===== src/rtl/joystick_spi_reader.sv =====
// PmodJSTK poller: one 5-byte SPI mode-0 transfer per poll period.
// Holds the last complete X/Y/button sample and pulses valid on update.
module joystick_spi_reader #(
    parameter int SCLK_HALF = 100,
    parameter int SS_SETUP  = 1500,
    parameter int BYTE_GAP  = 1000,
    parameter int POLL_CYC  = 1000000
) (
    input  logic       clk,
    input  logic       rst,
    input  logic [1:0] led,
    input  logic       miso,
    output logic       ss_n,
    output logic       sclk,
    output logic       mosi,
    output logic [9:0] Xdata,
    output logic [9:0] Ydata,
    output logic [2:0] buttons,
    output logic       valid
);

    localparam int M1   = (SCLK_HALF > SS_SETUP) ? SCLK_HALF : SS_SETUP;
    localparam int M2   = (M1 > BYTE_GAP) ? M1 : BYTE_GAP;
    localparam int MAXC = (M2 > POLL_CYC) ? M2 : POLL_CYC;
    localparam int CW   = $clog2(MAXC + 1);

    localparam logic [CW-1:0] POLL_LAST  = CW'(POLL_CYC - 1);
    localparam logic [CW-1:0] SETUP_LAST = CW'(SS_SETUP - 1);
    localparam logic [CW-1:0] HALF_LAST  = CW'(SCLK_HALF - 1);
    localparam logic [CW-1:0] GAP_LAST   = CW'(BYTE_GAP - 1);

    typedef enum logic [2:0] {
        IDLE,
        SETUP,
        SHIFT,
        GAP,
        DONE
    } state_t;

    state_t        state;
    logic [CW-1:0] cnt;
    logic [2:0]    bitcnt;
    logic [2:0]    bytecnt;
    logic [7:0]    tx;
    logic [7:0]    rx;
    logic [7:0]    x_lo;
    logic [1:0]    x_hi;
    logic [7:0]    y_lo;
    logic [1:0]    y_hi;

    // Transaction sequencer: poll timer, SPI bit engine and sample capture
    always_ff @(posedge clk) begin
        if (rst) begin
            state   <= IDLE;
            cnt     <= '0;
            bitcnt  <= '0;
            bytecnt <= '0;
            tx      <= '0;
            rx      <= '0;
            x_lo    <= '0;
            x_hi    <= '0;
            y_lo    <= '0;
            y_hi    <= '0;
            ss_n    <= 1'b1;
            sclk    <= 1'b0;
            mosi    <= 1'b0;
            Xdata   <= 10'd512;
            Ydata   <= 10'd512;
            buttons <= '0;
            valid   <= 1'b0;
        end else begin
            valid <= 1'b0;
            unique case (state)
                IDLE: begin
                    if (cnt == POLL_LAST) begin
                        cnt     <= '0;
                        ss_n    <= 1'b0;
                        tx      <= {6'b100000, led};
                        bitcnt  <= '0;
                        bytecnt <= '0;
                        state   <= SETUP;
                    end else begin
                        cnt <= cnt + 1'b1;
                    end
                end
                SETUP: begin
                    if (cnt == SETUP_LAST) begin
                        cnt   <= '0;
                        mosi  <= tx[7];
                        state <= SHIFT;
                    end else begin
                        cnt <= cnt + 1'b1;
                    end
                end
                SHIFT: begin
                    if (cnt != HALF_LAST) begin
                        cnt <= cnt + 1'b1;
                    end else if (!sclk) begin
                        cnt  <= '0;
                        sclk <= 1'b1;
                        rx   <= {rx[6:0], miso};
                    end else begin
                        cnt    <= '0;
                        sclk   <= 1'b0;
                        bitcnt <= bitcnt + 1'b1;
                        if (bitcnt == 3'd7) begin
                            case (bytecnt)
                                3'd0:    x_lo <= rx;
                                3'd1:    x_hi <= rx[1:0];
                                3'd2:    y_lo <= rx;
                                3'd3:    y_hi <= rx[1:0];
                                default: ;
                            endcase
                            // bytes 1-4 are all-zero on MOSI
                            tx      <= '0;
                            mosi    <= 1'b0;
                            bytecnt <= bytecnt + 1'b1;
                            state   <= (bytecnt == 3'd4) ? DONE : GAP;
                        end else begin
                            tx   <= {tx[6:0], 1'b0};
                            mosi <= tx[6];
                        end
                    end
                end
                GAP: begin
                    if (cnt == GAP_LAST) begin
                        cnt   <= '0;
                        state <= SHIFT;
                    end else begin
                        cnt <= cnt + 1'b1;
                    end
                end
                DONE: begin
                    Xdata   <= {x_hi, x_lo};
                    Ydata   <= {y_hi, y_lo};
                    buttons <= rx[2:0];
                    valid   <= 1'b1;
                    ss_n    <= 1'b1;
                    mosi    <= 1'b0;
                    cnt     <= '0;
                    state   <= IDLE;
                end
                default: begin
                    state <= IDLE;
                end
            endcase
        end
    end

endmodule

===== config.mk =====
export PLATFORM = sky130hd
export DESIGN_NAME = joystick_spi_reader
export DESIGN_NICKNAME = d
export VERILOG_FILES = /design/src/rtl/joystick_spi_reader.sv
export SDC_FILE = /design/constraint.sdc
export NUM_CORES = 1
export LEC_CHECK = 0
export ABC_CLOCK_PERIOD_IN_PS = 3200
export BUFFER_PORTS_ARGS = -buffer_cell sky130_fd_sc_hd__buf_2
export CORE_ASPECT_RATIO = 1.2
export CORE_MARGIN = 2
export CORE_UTILIZATION = 47
export CTS_BUF_LIST = sky130_fd_sc_hd__clkbuf_8
export DETAILED_ROUTE_END_ITERATION = 16
export PLACE_DENSITY = 0.64
export REMOVE_ABC_BUFFERS = 1
export SYNTH_ARGS = -nofsm -noshare
export SYNTH_HDL_FRONTEND = slang
export SYNTH_SLANG_ARGS = --single-unit

===== constraint.sdc =====
create_clock -name clk -period 3.2 [get_ports clk]
set_clock_uncertainty 0.05 [all_clocks]
set_input_delay 0.64 -clock clk [delete_from_list [all_inputs] [get_ports clk]]
set_output_delay 0.64 -clock clk [all_outputs]
set_load 0.01 [all_outputs]

==> results.json <==
{
  "status": "completed",
  "fin_area_sq_um": 4633,
  "fin_ws_ns": 0.4119,
  "synth_edf_count": 0,
  "hold_class": "reg2reg",
  "p_per_area_nw_per_um2": 420.0,
  "dp_hpwl_mm": 6.736,
  "ys.flop_type": "dfxtp_1",
  "clock-root-buffer": "clkbuf_8",
  "wire_per_inst_microns": 14.30,
  "cpPeakStageDelay_ns": 0.62,
  "synth-simple-area-share_pct": 30.57,
  "cp-start-kind": "register",
  "cp.arrival_ns": 3.01,
  "cts_buffers": 9,
  "end_kind": "register",
  "globalplace.congestion": 0.8898,
  "drtPass1Iterations": 4,
  "timing.hold.ws_ns": 0.4051,
  "path_buf_inv": 0,
  "p_leak_nw": 1.650,
  "register_area_sq_um": 1842,
  "drtIter0Drc": 158,
  "antenna_cells": 0,
  "post_cts_buffers": 0,
  "synth_cells": 521,
  "worstPathRequired_ns": 3.42,
  "ys_ff_latch": 92,
  "fin_nets": 550,
  "most-common-layout-cells": "nand2_1 (122), dfxtp_1 (92), nor2_1 (45)",
  "vias": 3655,
  "drv_slew": 0,
  "finalPower_mw": 1.946,
  "crit_fanout": 13,
  "stdcell_count": 662,
  "avgSynthCellArea_sq_um": 8.163,
  "synth_top_area_share_pct": 43.31,
  "grt_overflow": 0,
  "yosysTopAreaCell": "dfxtp_1",
  "highest_layer": "met4",
  "setup_viol": 0,
  "fin_util_pct": 51.83,
  "finalHoldViolCount": 0,
  "dp.cells": 646,
  "synth_top_family_by_area": "simple AND/OR/NAND/NOR gates",
  "async_flop_share_pct": 0,
  "synth_adder_area_share_pct": 2.354,
  "cts.sink_count": 92,
  "critical_path_class": "reg2reg",
  "pre_cts_ws_ns": 0.4513,
  "hold_buffers": 0,
  "place_area_sq_um": 4453,
  "grt_pass1_vias": 3430,
  "syn2layout_area_growth_pct": 8.944,
  "grt_pass1_wl_mm": 15.93,
  "cts_max_level": 3,
  "multi_input_area_sq_um": 2212,
  "clkLatencyLatePin_ns": 0.37,
  "muxShareOfSynthArea_pct": 3.325,
  "io_pins": 32,
  "final_common_cell": "nand2_1",
  "cts_resized": 0,
  "tritoncts": "yes",
  "peakVddDrop_v": 0.0002323,
  "clockBufferDepth": 2,
  "ys_seq_area_share_pct": 43.31,
  "wirelength_mm": 9.467,
  "min_period_over_period_pct": 87.13,
  "synth_warnings": 0,
  "worst_pin_slew_ns": 0.7800,
  "core_area_sq_um": 8939,
  "synthXorXnorAreaFrac_pct": 1.853,
  "antenna_found_initial": 0,
  "synth_area_leaders": "dfxtp_1 (43%), nand2_1 (11%), a21oi_1 (4.9%), nor2_1 (4.0%), mux2i_1 (3.1%)",
  "met2WireLength_mm": 4.507,
  "vias_per_cell": 5.521,
  "die-area_sq_um": 9828,
  "relSlewSlack_pct": 47.87,
  "drive_gt1_share_pct": 15.31,
  "synth_cell_types": 51,
  "synthesis.area_sq_um": 4253,
  "fmax_mhz": 358.7,
  "fillers": 911,
  "period_needed_ns": 2.788,
  "clk_pin_slew_worst_paths_ns": 0.09,
  "cp_slowest_cell": "or4b_2",
  "drtAntennaViolNets": 0,
  "start_util_pct": 47.58,
  "rows": 38,
  "critical_path.cell_chain": "ha_1 > or4b_2 > or4_4 > o32a_1 > nand3_2 > nor2_1 > a211o_1",
  "met1_length_mm": 4.268,
  "synth_compound_area_share_pct": 13.92,
  "rsz0062_at_grt": "false",
  "io_buffers": 31,
  "grt_use_total_pct": 20.07,
  "grt_start_max_net_pins": 37,
  "die_w_microns": 90.84,
  "cp_top_family": "simple AND/OR/NAND/NOR gates",
  "routed-wl-met3_microns": 420,
  "drc_errors": 0,
  "die_h_microns": 108.2,
  "maxCapViolations": 0,
  "tns_ns": 0
}
[registers in the layout, indices dropped and copies added (netlist names)]
signal,count
y_hi,2
valid,1
ss_n,1
rx,8
x_lo,8
sclk,1
mosi,1
Ydata,10
bitcnt,3
x_hi,2
bytecnt,3
y_lo,8
Xdata,10
cnt,20
buttons,3
tx,8
state,3
[cell type report]
| type | count | share of cell area [%] |
|---|---|---|
| Timing Repair Buffer | 39 | 4.645 |
| Clock inverter | 7 | 1.215 |
| Multi-Input combinational cell | 386 | 47.75 |
| Tap cell | 120 | 3.241 |
| Clock buffer | 9 | 2.674 |
| Inverter | 9 | 0.7291 |
| Sequential cell | 92 | 39.75 |
[layer usage]
layer,GRT usage [%],vias to the layer above
met5,0,-
met4,12.12,0
met3,3.066,26
met2,34.43,95
met1,23.83,1698
li1,-,1836
[synth_stat cells, types with 6 or more instances]
cell and number:
a21oi_2 14, ha_1 8, nor3_1 10, o21ai_0 9
nor2_1 45, mux2i_1 13, a211o_1 6, a21oi_1 42
dfxtp_1 92, inv_1 9, buf_2 9, o22ai_1 6
xor2_1 8, nand4_1 14, clkbuf_1 20, nand2_1 122
nand3_1 24
[where the power goes]
group | internal (mW) | switching (mW)
Clock | 0.292 | 0.437
Sequential | 1.15 | 0.00566
Combinational | 0.0184 | 0.0452
Total | 1.46 | 0.488
[cells by family after synthesis]
logic type	Yosys count
AOI/OAI and AO/OA	91
xor gates and xnor gates	9
and+or+nand+nor	264
muxes	14
adders and majority gates	8
buffers and inverters	43
DFF	92
[tightest hold or removal path: stages, from the launching register on]
cell	delay [ns]
dfxtp_1	0.32
nand2_1	0.05
a21oi_1	0.05
[final timing paths]
check             startpoint        to  slack [ns]  depth (start not counted)
setup / recovery      cnt[0]   cnt[19]        0.41                          7
hold / removal      Ydata[0]  Ydata[0]        0.41                          2
hold reg to reg     Ydata[0]  Ydata[0]        0.41                          2
setup reg to reg      cnt[0]   cnt[19]        0.41                          7
(Power assumes the default switching activity.)
